File: src/rtl/mux_arb_pkg.sv
// Shared types and defaults for the two-requester round-robin mux arbiter.
// Latency: n/a (declarations only).
// Backpressure: n/a (declarations only).
package mux_arb_pkg;

  // Default data width of each requester and of the muxed output.
  localparam int DEF_DW        = 8;
  // Default maximum beats per grant before a forced handover (legal 1..15).
  localparam int DEF_MAX_BURST = 4;
  // The beat counter never reaches 16 because release happens at MAX_BURST.
  localparam int BEAT_CNT_W    = 4;
  // Width of the optional per-requester beat statistics counters.
  localparam int STAT_W        = 16;

  typedef enum logic [1:0] {
    IDLE = 2'd0,
    OWN0 = 2'd1,
    OWN1 = 2'd2
  } arb_state_t;

  // Ownership state for a requester index (0 -> OWN0, 1 -> OWN1).
  function automatic arb_state_t own_state(input logic id);
    return id ? OWN1 : OWN0;
  endfunction

endpackage

File: src/rtl/mux2to1_dw.sv
// Parameterized DW-wide 2:1 data multiplexer.
// Latency: combinational, zero cycles.
// Backpressure: none; pure datapath.
// Ports: sel (0 picks in0, 1 picks in1), in0/in1 data inputs, out muxed data.
module mux2to1_dw #(
  parameter int DW = 8
) (
  input  logic          sel,
  input  logic [DW-1:0] in0,
  input  logic [DW-1:0] in1,
  output logic [DW-1:0] out
);

  assign out = sel ? in1 : in0;

endmodule

File: src/rtl/mux2_rr_arbiter.sv
// Round-robin arbiter sharing one 2:1 mux output between two requesters,
// holding a grant for a burst of up to MAX_BURST beats.
// Latency: 1 cycle req->gnt from IDLE; zero-bubble handover between owners.
// Backpressure: out_ready=0 freezes state, beat count and sel; no timeout.
// Ports: clk, rst_n (async active-low); req0/req1, data0/data1, last0/last1
// from the requesters; gnt0/gnt1 and sel (registered); out_valid/out_data
// (combinational) with out_ready from the consumer. Optional macro
// ARB_STATS_EN adds cnt0/cnt1 saturating per-requester beat counters.
module mux2_rr_arbiter
  import mux_arb_pkg::*;
#(
  parameter int DW        = DEF_DW,
  parameter int MAX_BURST = DEF_MAX_BURST
) (
  input  logic              clk,
  input  logic              rst_n,
  input  logic              req0,
  input  logic              req1,
  input  logic [DW-1:0]     data0,
  input  logic [DW-1:0]     data1,
  input  logic              last0,
  input  logic              last1,
  output logic              gnt0,
  output logic              gnt1,
  output logic              sel,
  output logic              out_valid,
  output logic [DW-1:0]     out_data,
  input  logic              out_ready
`ifdef ARB_STATS_EN
  ,
  output logic [STAT_W-1:0] cnt0,
  output logic [STAT_W-1:0] cnt1
`endif
);

  // Beat count value that ends a burst; MAX_BURST is limited to 1..15.
  localparam logic [BEAT_CNT_W-1:0] BURST_END = BEAT_CNT_W'(MAX_BURST);

  arb_state_t            state, state_n;
  logic                  sel_n;
  logic                  ptr, ptr_n;       // 0 favours requester 0
  logic [BEAT_CNT_W-1:0] beat_cnt, beat_cnt_n, beat_cnt_inc;

  // Signals viewed from the current owner's point of view.
  logic own_id;
  logic own_req;
  logic own_last;
  logic other_req;
  logic fire;
  logic drop;
  logic done;

  assign own_id    = (state == OWN1);
  assign own_req   = own_id ? req1  : req0;
  assign own_last  = own_id ? last1 : last0;
  assign other_req = own_id ? req0  : req1;

  assign gnt0      = (state == OWN0);
  assign gnt1      = (state == OWN1);
  assign out_valid = (gnt0 && req0) || (gnt1 && req1);
  assign fire      = out_valid && out_ready;

  assign beat_cnt_inc = beat_cnt + 1'b1;
  // A drop releases without a beat; done releases on a beat that ends the burst.
  assign drop = (state != IDLE) && !own_req;
  assign done = fire && (own_last || (beat_cnt_inc == BURST_END));

  mux2to1_dw #(
    .DW (DW)
  ) u_data_mux (
    .sel (sel),
    .in0 (data0),
    .in1 (data1),
    .out (out_data)
  );

  always_ff @(posedge clk or negedge rst_n) begin
    if (!rst_n) begin
      state    <= IDLE;
      sel      <= 1'b0;
      ptr      <= 1'b0;
      beat_cnt <= '0;
    end else begin
      state    <= state_n;
      sel      <= sel_n;
      ptr      <= ptr_n;
      beat_cnt <= beat_cnt_n;
    end
  end

  always_comb begin
    state_n    = state;
    sel_n      = sel;
    ptr_n      = ptr;
    beat_cnt_n = beat_cnt;

    case (state)
      IDLE: begin
        beat_cnt_n = '0;
        if (req0 && req1) begin
          state_n = own_state(ptr);
          sel_n   = ptr;
        end else if (req0) begin
          state_n = OWN0;
          sel_n   = 1'b0;
        end else if (req1) begin
          state_n = OWN1;
          sel_n   = 1'b1;
        end
      end

      OWN0, OWN1: begin
        if (drop || done) begin
          // Every release hands priority to the other requester. The other
          // side wins immediately if it is waiting; otherwise a requester that
          // finished (not dropped) keeps the channel for a fresh burst.
          ptr_n      = ~own_id;
          beat_cnt_n = '0;
          if (other_req) begin
            state_n = own_state(~own_id);
            sel_n   = ~own_id;
          end else if (!drop) begin
            state_n = own_state(own_id);
            sel_n   = own_id;
          end else begin
            state_n = IDLE;
          end
        end else if (fire) begin
          beat_cnt_n = beat_cnt_inc;
        end
      end

      default: begin
        state_n    = IDLE;
        beat_cnt_n = '0;
      end
    endcase
  end

`ifdef ARB_STATS_EN
  // Per-requester beat counters; they stick at all-ones instead of wrapping.
  always_ff @(posedge clk or negedge rst_n) begin
    if (!rst_n) begin
      cnt0 <= '0;
      cnt1 <= '0;
    end else if (fire) begin
      if (!own_id && (cnt0 != '1)) begin
        cnt0 <= cnt0 + 1'b1;
      end
      if (own_id && (cnt1 != '1)) begin
        cnt1 <= cnt1 + 1'b1;
      end
    end
  end
`else
  // Statistics build option disabled: no beat counters are implemented.
`endif

endmodule

File: config.mk
export PLATFORM = sky130hd
export DESIGN_NAME = mux2_rr_arbiter
export DESIGN_NICKNAME = d
export VERILOG_FILES = /design/src/rtl/mux_arb_pkg.sv /design/src/rtl/mux2to1_dw.sv /design/src/rtl/mux2_rr_arbiter.sv
export SDC_FILE = /design/constraint.sdc
export NUM_CORES = 1
export LEC_CHECK = 0
export BUFFER_PORTS_ARGS = -buffer_cell sky130_fd_sc_hd__buf_2
export CAP_MARGIN = 20
export CELL_PAD_IN_SITES_DETAIL_PLACEMENT = 0
export CELL_PAD_IN_SITES_GLOBAL_PLACEMENT = 1
export CORE_AREA = 2 2 50 56
export DETAILED_ROUTE_END_ITERATION = 10
export DIE_AREA = 0 0 52 58
export PLACE_DENSITY = 0.78
export SYNTH_ARGS = -nofsm -noshare
export SYNTH_HDL_FRONTEND = slang
export SYNTH_HIERARCHICAL = 1
export SYNTH_SLANG_ARGS = --single-unit
File: constraint.sdc
create_clock -name clk -period 4.6 [get_ports clk]
set_input_delay 0.46 -clock clk [delete_from_list [all_inputs] [get_ports clk]]
set_output_delay 0.46 -clock clk [all_outputs]
set_load 0.02 [all_outputs]
==> results of run 1 <==
-- Yosys cell counts, types with 2 or more instances --
library cell  number  area, µm²
buf_6              3       33.8
a21o_1             2       15.0
nand4b_1           4       35.0
mux2_4             9        135
ha_1               6       75.1
o31ai_1            3       22.5
mux2i_1            2       20.0
inv_1              8       30.0
a32o_1             2       20.0
a21oi_1            5       25.0
nor2_1             7       26.3
nand2_1            8       30.0
dfrtp_1            8        200
and2_1             2       12.5
-- cells in the final DEF, fill, tap and decap left out, drive strengths merged --
| master | Yosys | layout |
|---|---|---|
| nand2 | 8 | 8 |
| a31oi | 1 | 1 |
| nor2 | 7 | 7 |
| mux2i | 2 | 2 |
| o221ai | 1 | 1 |
| a21boi | 1 | 1 |
| or3 | 2 | 2 |
| a21o | 2 | 2 |
| and2 | 2 | 2 |
| inv | 8 | 8 |
| a211oi | 1 | 1 |
| nand4bb | 1 | 1 |
| a311oi | 1 | 1 |
| nand3b | 1 | 1 |
| nand4b | 4 | 4 |
| o21ai | 2 | 2 |
| mux2 | 10 | 10 |
| nor4 | 2 | 2 |
| nand4 | 1 | 1 |
| a22oi | 1 | 1 |
| a32o | 2 | 2 |
| o31ai | 3 | 3 |
| o2bb2ai | 1 | 1 |
| nand3 | 1 | 1 |
| and2b | 1 | 1 |
| ha | 6 | 6 |
| buf | 3 | 34 |
| xnor2 | 1 | 1 |
| dfrtp | 8 | 8 |
| a21oi | 5 | 5 |
| and3b | 1 | 1 |
| clkbuf | 0 | 3 |
-- stage by stage --
| step | instance area [µm²] | utilization |
|---|---|---|
| 6_report | 1080 | 0.443 |
| 5_1_grt | 1080 | 0.443 |
| 4_1_cts | 1080 | 0.443 |
| 3_5_place_dp | 1060 | 0.433 |
| 3_3_place_gp | 1060 | 0.433 |
| 2_1_floorplan | 886 | - |
-- area by class of cell --
class,instances,area (µm²),share of cell area
sequential,8,200,0.185
clock buffer,3,22.5,0.0208
timing repair buffer,34,170,0.157
tap,31,38.8,0.0358
inverter,8,30.0,0.0277
multi-input combinational,71,622,0.574
-- metal layers --
metal	vias to the layer above	global-route usage
li1	408	-
met1	361	0.173
met2	35	0.262
met3	2	0.0232
met4	0	0.0451
met5	-	0
-- report_power, final --
part	internal, mW	leakage [nW]	switching [mW]
logic	0.199	0.426	0.228
clock network	0.0298	0.0138	0.0225
registers	0.0895	0.103	0.0360
total	0.318	0.542	0.287
-- registers in the layout, indices dropped and copies added, names as in the netlist --
| name | count |
|---|---|
| beat_cnt | 4 |
| sel | 1 |
| ptr | 1 |
| state | 2 |
-- kinds of logic (layout without fill, tap and decap cells) --
group,after synthesis,after routing
AO/OA/AOI/OAI,21,21
buffers and inverters,11,45
flip-flops,8,8
multiplexers,12,12
adder cells (fa/ha/maj),6,6
AND/OR/NAND/NOR,31,31
XOR/XNOR,1,1
-- how the worst max path moves through the flow --
stage	startpoint	endpoint	depth (start not counted)
after floorplan	state[0]	state[1]	6
after global placement	state[0]	state[1]	6
after detailed placement	state[0]	state[1]	6
after CTS	state[0]	state[1]	6
after global routing	state[0]	state[1]	6
final	state[0]	state[1]	6
==> flow_summary.yaml, run 1 <==
status:
  status: "finished clean"
setup_path:
  cpPeakStageDelay_ns: 0.41
  required_ns: 4.73
  r2r_slack_ns: 2.45
  reg2regPathDepth: 6
  crit_path_top_delay_cell: "dfrtp_1"
  critPathTopFamily: "multiplexers"
  start_kind: "flop"
  cp.arrival_ns: 2.28
  path_cells: "inv_1 > ha_1 > mux2i_1 > a211oi_2 > o31ai_1 > mux2_2"
  rr_endpoint: "state[1]"
  setup.worst_path.end_class: "flop"
  path_class: "reg2reg"
  cp_max_fo: 7
  cp_num_buf_inv: 1
  r2r_start: "state[0]"
sta:
  worst_pin_slew_ns: 0.542
  setup_ws_ns: 2.45
  final-hold-violation-count: 0
  finalSetupViolCount: 0
  fin_tns_setup_ns: 0
  finClkSkew_ns: 0.00301
  fmax_mhz: 465
  finalCritPeriodShare: 0.467
  slew_viol_final: 0
  slew_headroom: 0.639
  rsz0062_at_grt: "false"
  period_needed_ns: 2.15
  whs_ns: 0.0504
detailed_routing:
  top_layer_used: "met4"
  drtIter0Drc: 16
  drtPass1Iterations: 4
  postRouteAntennaNets: 0
  wire_per_inst_um: 13.0
  finalWirelength_um: 2010
  wl_met3_um: 147
  avgViaCountPerCell: 5.20
  routed-via-count: 806
  wl_met1_um: 863
  wl_met2_um: 982
  drcViolationCount: 0
pwr:
  p_per_area_nw_per_um2: 559
  peakVddDrop_mv: 0.300
  total_power_mw: 0.605
  p_leak_nw: 0.542
grt:
  grt_max_degree: 12
  grt_overflow: 0
  grt_pass1_vias: 795
  grt_pass1_wl_um: 3340
  antenna_found_initial: 0
  grt_use_total: 0.145
synth:
  synthArstFlopShare: 1.00
  synth-edff-count: 0
  synth_mux_area_frac: 0.188
  synth_top_family_by_area: "simple AND/OR/NAND/NOR gates"
  synth-compound-area-share: 0.198
  synth_fa_ha_area_frac: 0.0847
  synth_seq_area_share: 0.226
  syn_inst: 90
  avgSynthCellArea_um2: 9.84
  ys.warnings.count: 6
  synth-xor-area-share: 0.00989
  yosys.area_share.simple: 0.222
  synth_cell_types: 35
  syn_nets: 119
  synth_flop_cell: "dfrtp_1"
  ys_seq_elements: 8
  post_synth_instance_area_um2: 886
layout:
  num-nets-final: 155
  area_growth_syn_to_layout_pct: 22.3
  num_antenna_cells: 0
  fillers: 230
  layout-drive-gt1-share: 0.435
  final-instance-count-excl-fill: 155
die:
  die_w_um: 52
  fp.coreArea_um2: 2450
  num_rows: 19
  die-area_um2: 3020
  io_pins: 35
  fp.dieH_um: 58
  start_util: 0.362
placed_design:
  placement.io_buffers: 34
  place_congestion: 0.734
  hpwl_um: 1630
  dp_cells: 152
  dp_slack_ns: 2.46
run:
  cap_viol_max_count: 0
hold_path:
  min_path_type: "in2async"
clocking:
  clock-sinks: 8
  ctsRootBufferMaster: "clkbuf_4"
  cts_buffers: 3
  cts-hold-fix-buffers: 0
  ctsResizeCount: 0
  path_clk_slew_ns: 0.05
  cts_tree: "yes"
  clkLatencyLatePin_ns: 0.25
  clk_path_buf_depth: 2
  htree_levels: 1
  cts_setup_buffers: 0
Power figures use the tool's default switching activity.
==> run 2: changes to the inputs <==
CORE_AREA = 2 2 51 58   (was 2 2 50 56)
DIE_AREA = 0 0 53 60   (was 0 0 52 58)
PLACE_DENSITY = 0.74   (was 0.78)
clock period = 2.2 ns   (was 4.6 ns; I/O delays follow)
==> flow_summary.yaml, run 2 (synthesized netlist as in run 1, its figures left out) <==
status:
  status: "finished clean"
die:
  die-area_um2: 3180
  io_pins: 35
  fp.dieH_um: 60
  fp.coreArea_um2: 2630
  die_w_um: 53
  num_rows: 20
  start_util: 0.337
setup_path:
  cp_max_fo: 7
  setup.worst_path.end_class: "flop"
  r2r_slack_ns: 0.22
  required_ns: 2.33
  cp.arrival_ns: 2.11
  path_class: "reg2reg"
  start_kind: "flop"
pwr:
  peakVddDrop_mv: 0.495
  pwr-share-clk: 0.083
  p_per_area_nw_per_um2: 1170
  p_leak_nw: 0.545
  pwr-share-comb: 0.710
  swShare: 0.478
  seq_power_share: 0.207
  power_switching_mw: 0.614
  internal_power_mw: 0.671
layout:
  regMostFlops: "beat_cnt"
  mostFrequentLayoutCell: "buf_2"
  fillers: 274
  final_cell_mix: "buf_2 (34), mux2_4 (9), inv_1 (8), nand2_1 (8), dfrtp_1 (8)"
  layout-drive-gt1-share: 0.440
  num_antenna_cells: 0
  num-nets-final: 156
  largest_reg_flops: 4
  area_growth_syn_to_layout_pct: 24.0
  fin_util: 0.418
  reg_top3: "beat_cnt (4), state (2)"
grt:
  grt_max_degree: 12
  antenna_found_initial: 0
  grt_use_total: 0.132
  grt_pass1_wl_um: 3170
  grt_overflow: 0
  grt_pass1_vias: 708
clocking:
  cts_buffers: 3
  cts_tree: "yes"
  clk_path_buf_depth: 2
  clkLatencyLatePin_ns: 0.25
  clock-sinks: 8
  path_clk_slew_ns: 0.05
  htree_levels: 1
  cts_setup_buffers: 0
  ctsRootBufferMaster: "clkbuf_4"
detailed_routing:
  avgViaCountPerCell: 5.22
  drcViolationCount: 0
  wire_per_inst_um: 12.6
  finalWirelength_um: 1990
  postRouteAntennaNets: 0
  routed-via-count: 824
  drtPass1Iterations: 4
  drtIter0Drc: 18
hold_path:
  min_path_type: "in2async"
sta:
  rsz0062_at_grt: "false"
  final-hold-violation-count: 0
  setup_ws_ns: 0.225
  finalSetupViolCount: 0
  fin_tns_setup_ns: 0
  period_needed_ns: 1.98
  fmax_mhz: 506
  finClkSkew_ns: 0.00418
  slew_headroom: 0.620
  slew_viol_final: 0
  finalCritPeriodShare: 0.898
  worst_pin_slew_ns: 0.570
placed_design:
  dp_slack_ns: 0.142
  placement.io_buffers: 34
  place_congestion: 0.796
  hpwl_um: 1610
run:
  cap_viol_max_count: 0
==> run 2: changes by cell type in the layout (fill, tap and decap cells not counted), sizes merged <==
cell | previous run | this run
dlygate4sd3 | 0 | 1
==> run 2: power groups by stage <==
stage | sequential (mW) | clock [mW] | combinational, mW
global placement | 0.266 | 0 | 0.902
CTS | 0.266 | 0.110 | 0.907
detailed placement | 0.269 | 0 | 0.899
finish | 0.267 | 0.106 | 0.912
global route | 0.272 | 0.121 | 0.996
floorplan | 0.234 | 0 | 0.767
==> run 2: critical path: stages (launching register included) <==
cell and delay, ns:
dfrtp_1 0.39, inv_1 0.08, ha_2 0.24, a22oi_2 0.33, nor4_4 0.11, o31ai_1 0.33, mux2_2 0.38
==> run 2: repair_timing <==
item	4_1_cts	5_1_grt
hold endpoints to repair	8	0
setup endpoints to repair	0	1
hold buffers	1	0
resized for setup	0	1
==> run 2: layer usage <==
layer,GRT usage,part of all wire,vias up
met3,0.0450,0.058,0
met1,0.164,0.41,393
met4,0.0220,0,0
li1,-,-,405
met5,0,0,-
met2,0.225,0.53,26
==> run 2: cell type report <==
class | instances | area [µm²] | share of cell area
multi-input cells | 71 | 624 | 0.568
flip-flops and latches | 8 | 200 | 0.182
repair buffers | 35 | 180 | 0.164
well taps | 33 | 41.3 | 0.0376
inverters | 8 | 30.0 | 0.0273
clock buffers | 3 | 22.5 | 0.0205
==> run 2: path summary, 6_finish.rpt <==
| kind | startpoint | end | depth (start not counted) |
|---|---|---|---|
| worst max register to register | state[0] | state[1] | 6 |
| worst min-delay path | rst_n | state[0] | 2 |
| worst max-delay path | state[0] | state[1] | 6 |
| min in group clk | out_ready | beat_cnt[0] | 4 |
| max in group asynchronous | rst_n | beat_cnt[3] | 2 |
| worst min register to register | state[0] | state[0] | 1 |
==> run 2: through the flow <==
stage          instance area (µm²)  total power, mW  hold WS (ns)  instances
2_1_floorplan                  886             1.00       -0.0756         90
3_3_place_gp                  1060             1.17        0.0647        154
3_5_place_dp                  1060             1.17        0.0662        154
4_1_cts                       1100             1.28         0.321        158
5_1_grt                       1100             1.39         0.339        158
6_report                      1100             1.28         0.325        158
